### config.mk
export PLATFORM = sky130hd
export DESIGN_NAME = env_adsr
export DESIGN_NICKNAME = d
export VERILOG_FILES = /design/src/rtl/env_adsr.sv
export SDC_FILE = /design/constraint.sdc
export NUM_CORES = 1
export LEC_CHECK = 0
export CORE_UTILIZATION = 40
export CTS_CLUSTER_SIZE = 25
export DETAILED_ROUTE_END_ITERATION = 16
export PLACE_DENSITY_LB_ADDON = 0.2
export REMOVE_ABC_BUFFERS = 1
export SYNTH_ARGS = -nofsm -noshare
export SYNTH_HDL_FRONTEND = slang
export SYNTH_SLANG_ARGS = --single-unit
### constraint.sdc
create_clock -name clk -period 8.3 [get_ports clk]
set_input_delay 1.66 -clock clk [delete_from_list [all_inputs] [get_ports clk]]
set_output_delay 1.66 -clock clk [all_outputs]
set_load 0.01 [all_outputs]
### src/rtl/env_adsr.sv
// Per-voice ADSR envelope: scales an offset-binary voice sample about midscale by an envelope level.
// Latency: wave_out and env_level update one clk after the sample_en tick; gate edges act on every clk.
// Backpressure: none; sample_en paces the envelope, and the block accepts every tick.
module env_adsr #(
  parameter int WAVE_W = 12,
  parameter int ENV_W  = 8,
  parameter int RATE_W = 8
) (
  input  logic              clk,
  input  logic              rst_n,
  input  logic              sample_en,
  input  logic              gate,
  input  logic [RATE_W-1:0] attack_rate,
  input  logic [RATE_W-1:0] decay_rate,
  input  logic [ENV_W-1:0]  sustain_lvl,
  input  logic [RATE_W-1:0] release_rate,
  input  logic [WAVE_W-1:0] wave_in,
  output logic [WAVE_W-1:0] wave_out,
  output logic [ENV_W-1:0]  env_level,
  output logic [2:0]        env_state,
  output logic              active
);

  typedef enum logic [2:0] {
    S_IDLE    = 3'd0,
    S_ATTACK  = 3'd1,
    S_DECAY   = 3'd2,
    S_SUSTAIN = 3'd3,
    S_RELEASE = 3'd4
  } state_t;

  localparam int PW = WAVE_W + ENV_W + 2;
  localparam logic [WAVE_W-1:0] MID     = {1'b1, {(WAVE_W-1){1'b0}}};
  localparam logic [ENV_W-1:0]  ENV_MAX = {ENV_W{1'b1}};
  localparam logic [ENV_W-1:0]  ENV_TOP = ENV_MAX - 1'b1;
  localparam logic [ENV_W-1:0]  ENV_ONE = {{(ENV_W-1){1'b0}}, 1'b1};

  state_t              state;
  logic [RATE_W-1:0]   presc;
  logic                gate_q;
  logic                gate_rise;
  logic                gate_fall;
  logic                gated_phase;
  logic [RATE_W-1:0]   rate_sel;
  logic                step_due;
  logic signed [PW-1:0] s_ext;
  logic signed [PW-1:0] e_ext;
  logic signed [PW-1:0] prod;
  logic signed [PW-1:0] shifted;
  logic [WAVE_W-1:0]   wave_nxt;

  assign env_state   = state;
  assign gate_rise   = gate & ~gate_q;
  assign gate_fall   = ~gate & gate_q;
  assign gated_phase = (state == S_ATTACK) || (state == S_DECAY) || (state == S_SUSTAIN);

  // Select the prescaler terminal count for the phase currently running.
  always_comb begin
    rate_sel = '0;
    case (state)
      S_ATTACK:  rate_sel = attack_rate;
      S_DECAY:   rate_sel = decay_rate;
      S_RELEASE: rate_sel = release_rate;
      default:   rate_sel = '0;
    endcase
    step_due = (presc == rate_sel);
  end

  // Signed scaling about midscale using the pre-update envelope level; range cannot overflow PW bits.
  always_comb begin
    s_ext    = $signed({{(ENV_W+2){1'b0}}, wave_in}) - $signed({{(ENV_W+2){1'b0}}, MID});
    e_ext    = $signed({{(WAVE_W+2){1'b0}}, env_level});
    prod     = s_ext * e_ext;
    shifted  = prod >>> ENV_W;
    wave_nxt = MID + shifted[WAVE_W-1:0];
  end

  // Envelope FSM: gate edges every clk (and win over a same-cycle step), level stepping on sample_en.
  always_ff @(posedge clk) begin
    if (!rst_n) begin
      state     <= S_IDLE;
      env_level <= '0;
      presc     <= '0;
      gate_q    <= 1'b0;
      wave_out  <= MID;
      active    <= 1'b0;
    end else begin
      gate_q <= gate;
      if (sample_en) begin
        wave_out <= wave_nxt;
      end
      if (gate_rise) begin
        // Retrigger keeps the present level so there is no click back to zero.
        state  <= S_ATTACK;
        active <= 1'b1;
        presc  <= '0;
      end else if (gate_fall && gated_phase) begin
        state <= S_RELEASE;
        presc <= '0;
      end else if (sample_en) begin
        case (state)
          S_IDLE: begin
            env_level <= '0;
            presc     <= '0;
          end
          S_ATTACK: begin
            if (env_level == ENV_MAX) begin
              state <= S_DECAY;
              presc <= '0;
            end else if (step_due) begin
              env_level <= env_level + ENV_ONE;
              presc     <= '0;
              if (env_level == ENV_TOP) begin
                state <= S_DECAY;
              end
            end else begin
              presc <= presc + 1'b1;
            end
          end
          S_DECAY: begin
            if (env_level <= sustain_lvl) begin
              state     <= S_SUSTAIN;
              env_level <= sustain_lvl;
              presc     <= '0;
            end else if (step_due) begin
              env_level <= env_level - ENV_ONE;
              presc     <= '0;
            end else begin
              presc <= presc + 1'b1;
            end
          end
          S_SUSTAIN: begin
            // Track live sustain writes from the command decoder.
            env_level <= sustain_lvl;
            presc     <= '0;
          end
          S_RELEASE: begin
            if (env_level == '0) begin
              state  <= S_IDLE;
              active <= 1'b0;
              presc  <= '0;
            end else if (step_due) begin
              env_level <= env_level - ENV_ONE;
              presc     <= '0;
              if (env_level == ENV_ONE) begin
                state  <= S_IDLE;
                active <= 1'b0;
              end
            end else begin
              presc <= presc + 1'b1;
            end
          end
          default: begin
            state     <= S_IDLE;
            active    <= 1'b0;
            env_level <= '0;
            presc     <= '0;
          end
        endcase
      end
    end
  end

endmodule

* Word-level counts from Yosys, hierarchy flattened
Index checks and enable logic that the tools add are counted.
** Operators by class
- Add/subtract/negate cells :: 5
- Mux-type cells :: 30
- Equality and inequality tests :: 32
- Multipliers :: 1
- Reduce and logical (&&, ||, !) cells :: 17
- Bitwise operators :: 8
- $lt $le $gt $ge :: 1
** Operators with widths (number)
- $mux W8 :: 9
- $pmux W8 S3 :: 2
- $pmux W8 S4 :: 1
- $mux W3 :: 9
- $reduce_and A7 Y1 :: 3
- $mul A13 B9 Y20 :: 1
- $add A8 B1 Y8 const B :: 2
- $eq A8 B8 Y1 const B :: 2
- $ne A4 B4 Y1 const B :: 4
- $sub A12 B12 Y13 const B :: 1
- $add A12 B12 Y12 const A :: 1
- $pmux W3 S4 :: 1
- $ne A5 B5 Y1 const B :: 2
- $ne A3 B1 Y1 const B :: 3
- $eq A8 B1 Y1 const B :: 1
- $eq A8 B8 Y1 :: 1
- $le A8 B8 Y1 :: 1
- $logic_not A8 Y1 :: 1
- $ne A2 B2 Y1 const B :: 4
- $ne A4 B2 Y1 const B :: 2
- $sub A8 B1 Y8 const B :: 1
- $mux W1 :: 7
- $eq A3 B2 Y1 const B :: 2
- $ne A2 B1 Y1 const B :: 3
- other kinds (20) :: 30
** Storage, ports and cells
- Output and inout bits :: 24
- Logic and storage cells :: 102
- Input bits :: 48
- Bits in registers :: 33

* Logic depth before layout (Yosys ltp)
- Word-level depth :: 9
- Depth in mapped cells :: 19
- Mapped depth without buffers :: 17

* Worst setup path after synthesis
OpenSTA, ideal clock, no wires.
- Path kind :: input -> register
- Start :: in wave_in[11]
- End :: reg wave_out[11]
- Stages on the path :: 17
- Path slack :: 2463 ps
- Setup time :: 125 ps
- Path buffers :: 0
- Data required time :: 8175 ps
- Arrival :: 5712 ps
- Path through :: nand2b_1 inv_1 fa_1 inv_1 fa_1 inv_1 fa_1 inv_1 fa_1 inv_1 ha_1 or2_2 a21oi_1 a31oi_1 a41oi_1 mux2i_1 nor2_1
** On the way
- Word-level cells in the longest chain between the ends :: 3
** Ends and longest elaborated chain
- start: declaration :: line 17 : input logic [WAVE_W-1:0] wave_in,
- $sub A12 B12 Y13 :: line 71 : s_ext = $signed({{(ENV_W+2){1'b0}}, wave_in}) - $signed({{(ENV_W+2){1'b0}}, MID});
- $mul A13 B9 Y20 :: line 73 : prod = s_ext * e_ext;
- $add A12 B12 Y12 :: line 75 : wave_nxt = MID + shifted[WAVE_W-1:0];
- end signal: assignment :: line 90 : wave_out <= wave_nxt;
- end: declaration :: line 18 : output logic [WAVE_W-1:0] wave_out,
No other way between the ends.
A chain may end at the register's enable or synchronous reset.

* Worst setup path in the final report
Same ends and word-level chain as after synthesis.

==> results.md <==
- The number of gates resized after CTS was 0.
- The routed length on met3 is about 570 µm.
- The clock buffer count from CTS is 5.
- The first TritonRoute pass finished after 7 iterations.
- The sequential cell area fraction in the yosys report is between 10% and 20%.
- In this run the critical register-to-register path is launched from env_level[0]$_SDFFE_PN0P_.
- The number of hold buffers added after CTS is 0.
- Of all nets on the critical path, the largest fanout is 8.
- The fraction of layout cells with a size suffix above 1 is between 2 and 3%.
- The maximum resistive drop on vdd is between 0.07 and 0.08 mV.
- The warning count from the yosys run is 0.
- Leaving out filler cells and counting taps, the final layout contains 933.
- The final critical delay including setup and external delays is between 6000 and 7000 ps.
- The detailed router put a total of approximately 6.7 mm of wire on met1.
- Setup repair after global routing left no endpoint under its margin.
- Counting flops with a built-in enable in the synthesized netlist gives 0.
- The deepest clock path buffer count is 2.
- Each instance of the synthesized netlist takes up on average about 8.4 µm².
- Across every metal layer, demand over resource in global routing totals approximately a fifth.
- The maximum level of the CTS H-tree is 2.
- The top flip-flop cell by instance count after synthesis is sky130_fd_sc_hd__dfxtp_1.
- The sort of element at the start of the critical path is an input pin.
- The average wire per cell in the routed design is ~16 µm.
- The number of nets in the layout is between 900 and 1000.
- The total clock sinks is 33.
- The most common cell after layout, fill and taps aside is sky130_fd_sc_hd__inv_1.
- Entering global routing, the biggest net connects 35 pins.
- In this run, placement finished with an instance count of ~930.
- After routing the design area is around 6900 µm².
- The post-detailed-route via-to-cell ratio is between 5 and 6.
- The initialized floorplan defines 44 standard-cell rows.
- Detailed routing placed a total of around 7.5 mm of wire on met2.
- The synthesized design spends more area on one cell type than any other, namely sky130_fd_sc_hd__fa_1.
- Max-cap violations in this run came to 0.
- The slew of the pin with the lowest slew margin is around 1100 ps.
- The count of boundary I/O pins is 72.
- The number of setup violations in the final report is 0.
- The power density over the cells is ~65 nW/µm².
- The number of DRC violations after detailed-routing iteration 0 is between 150 and 200.
- The analysis attributes to cell leakage a power of between 0.003 and 0.004 µW.
- After detailed routing, the number of remaining DRC violations is 0.
- Timing would allow up to ~0.15 GHz.
- The detailed-route via count is ~5000.
- The width of the chip is between 100 and 150 µm.
- Summed over all failing endpoints, the final setup total negative slack is 0 ps.
- The total wirelength of the detailed-routed design is around 15 mm.
- The path with the worst hold slack has its endpoint at active$_SDFFE_PN0P_.
- The highest layer used for signal routing is met4.
- For this configuration, the core starts out at a cell density of between 40% and 50%.
- TritonCTS built the clock tree.
- The worst-case headroom to the max-slew limit is between 20% and 30%.
- The core region is approximately 15000 µm².
- The post-CTS setup-driven buffer insertion count is 0.
- The floorplan step defined a die boundary enclosing 15370 µm².
- The post-route antenna net violation count is 0.
- For flop-to-flop paths, the worst setup slack is ~2900 ps.
- By area the synthesized netlist is led by sky130_fd_sc_hd__fa_1 25%, sky130_fd_sc_hd__dfxtp_1 11%, sky130_fd_sc_hd__ha_1 10%.
- The startpoint identified for the worst hold timing path is active$_SDFFE_PN0P_.
- The worst hold path class is flip-flop to flip-flop.
- After synthesis, the share of flip-flops with an asynchronous set or reset is 0%.
- The number of endpoints with negative hold slack in the final report is 0.
- The number of global-route vias before repair is ~5200.
- The worst setup path is of the input pin to flip-flop kind.
- The floorplan step set the die height to about 120 µm.
- The number of antenna violations at the first check in global routing came to 0.
- In the layout the commonest cells are 125 x sky130_fd_sc_hd__inv_1, 75 x sky130_fd_sc_hd__fa_1, 71 x sky130_fd_sc_hd__clkdlybuf4s50_1, 69 x sky130_fd_sc_hd__nand2_1, 49 x sky130_fd_sc_hd__ha_1.
- For this run the aggregate overflow at the end of global routing stands at 0.
- The arrival time of the worst setup path is between 6000 and 7000 ps.
- Port buffering added 71 buffers.
- At the end of routability-driven placement, the weighted congestion stood at approximately 0.85.
- The hold-critical path depth is 2.
- The synthesis-to-finish area growth is 15.47%.
- The setup clock skew after layout is about 5 ps.
- In this run the clock root is driven by a sky130_fd_sc_hd__clkbuf_16.
- The standard cell area after detailed placement is just under 7000 µm².
- STA puts the critical path data required time at roughly 8500 ps.
- The count of final max-slew check failures came to 0.
- Clock latency on the worst-skew pair, taken at its later pin, is roughly 270 ps.
- Summed over its instances, the top area cell type makes up between 20% and 30% of the synthesized netlist area.
- The placed wire-length estimate is 11.64 mm.
- The number of cells traversed by the worst register-to-register path is 16.
- 0 antenna diodes ended up in the layout.
- The critical path capture point type is a flip-flop.
- The flow ran to the end, and the final reports show no timing, DRC or antenna violations.
- The worst register-to-register path ends at wave_out[11]$_SDFFE_PN1P_.
- After technology mapping, the gate count stands at between 700 and 800.
- The final worst-path cycle share is around four fifths.
- Counting distinct cell types in the post-synthesis netlist gives 59.
- The cell area after technology mapping is 5953 µm².
- Synthesis inferred 33 register bits.
- The clock-pin slew of the registers on the worst-case setup and hold paths is approximately 50 ps.
- The global-route wire length before repair is 25.27 mm.
## flip-flops by register name (all words and copies together) (netlist names)
signal     cells
env_state      3
wave_out      12
env_level      8
active         1
presc          8
gate_q         1
## where the power goes
group	internal, µW	switching [µW]	leakage [µW]
clock network	118	62.5	0.0000700
registers	161	6.82	0.000267
logic	47.8	51.9	0.00277
## Yosys cell counts, drive strengths merged (3+ instances only)
cell type,n
a211oi,4
a21o,3
a21oi,18
a311oi,8
a31o,4
a31oi,16
a41oi,5
and2,47
and3,10
and4,5
buf,15
clkbuf,24
dfxtp,33
fa,75
ha,49
inv,125
mux2i,8
nand2,69
nand2b,11
nand3,15
nand4,10
nand4bb,24
nor2,25
nor2b,4
nor3,8
nor4b,4
o2111ai,8
o211ai,5
o21ai,16
o221ai,4
or2,4
xnor2,13
xor2,9
## final cells by class
type / instances / area, µm²
clock buffers: 7 / 142.6
fillers: 1434 / 7660
inverters: 125 / 469.2
multi-input cells: 509 / 4631
flip-flops and latches: 33 / 660.6
well taps: 184 / 230.2
repair buffers: 75 / 740.7
## worst max-delay path by stage
| stage | from | end | slack [ps] |
|---|---|---|---|
| finish | wave_in[11] | wave_out[11]$_SDFFE_PN1P_ | 1810 |
| global route | wave_in[11] | wave_out[11]$_SDFFE_PN1P_ | 1450 |
| CTS | wave_in[11] | wave_out[11]$_SDFFE_PN1P_ | 1800 |
| detailed placement | wave_in[11] | wave_out[11]$_SDFFE_PN1P_ | 1520 |
| global placement | wave_in[11] | wave_out[11]$_SDFFE_PN1P_ | 1640 |
| floorplan | wave_in[11] | wave_out[11]$_SDFFE_PN1P_ | 2460 |
## kinds of logic after synthesis
logic type                 Yosys count  synth area share, %
xor gates and xnor gates            22                3.237
AOI/OAI and AO/OA                  109                13.18
adders and majority gates          124                35.52
muxes                                8                1.345
DFF                                 33                11.10
and+or+nand+nor                    246                24.51
buffers and inverters              164                11.12
## through the flow
| stage | util (%) | worst slack (ps) | power (µW) | hold slack [ps] |
|---|---|---|---|---|
| 2_1_floorplan | - | 2457 | 218.4 | 478.4 |
| 3_3_place_gp | 46.32 | 1643 | 268.2 | 481.6 |
| 3_5_place_dp | 46.32 | 1516 | 270.0 | 471.2 |
| 4_1_cts | 47.30 | 1804 | 451.2 | 485.8 |
| 5_1_grt | 47.30 | 1454 | 467.2 | 513.0 |
| 6_report | 47.30 | 1807 | 447.3 | 483.8 |
## critical path: stages
cell and delay, ps:
sky130_fd_sc_hd__clkdlybuf4s50_1 590, sky130_fd_sc_hd__nand2b_1 190, sky130_fd_sc_hd__inv_1 110, sky130_fd_sc_hd__fa_1 650, sky130_fd_sc_hd__inv_1 140, sky130_fd_sc_hd__fa_1 540
sky130_fd_sc_hd__inv_1 50, sky130_fd_sc_hd__fa_1 470, sky130_fd_sc_hd__inv_1 60, sky130_fd_sc_hd__fa_1 520, sky130_fd_sc_hd__inv_1 40, sky130_fd_sc_hd__ha_1 320
sky130_fd_sc_hd__or2_2 300, sky130_fd_sc_hd__a21oi_1 140, sky130_fd_sc_hd__a31oi_1 120, sky130_fd_sc_hd__a41oi_1 420, sky130_fd_sc_hd__mux2i_1 230, sky130_fd_sc_hd__nor2_1 60
## routing by layer
layer | GRT usage [%] | up-vias
li1 | - | 2455
met1 | 26.78 | 2515
met2 | 36.98 | 139
met3 | 2.015 | 28
met4 | 6.101 | 0
met5 | 0 | -
(Power assumes the default switching activity.)
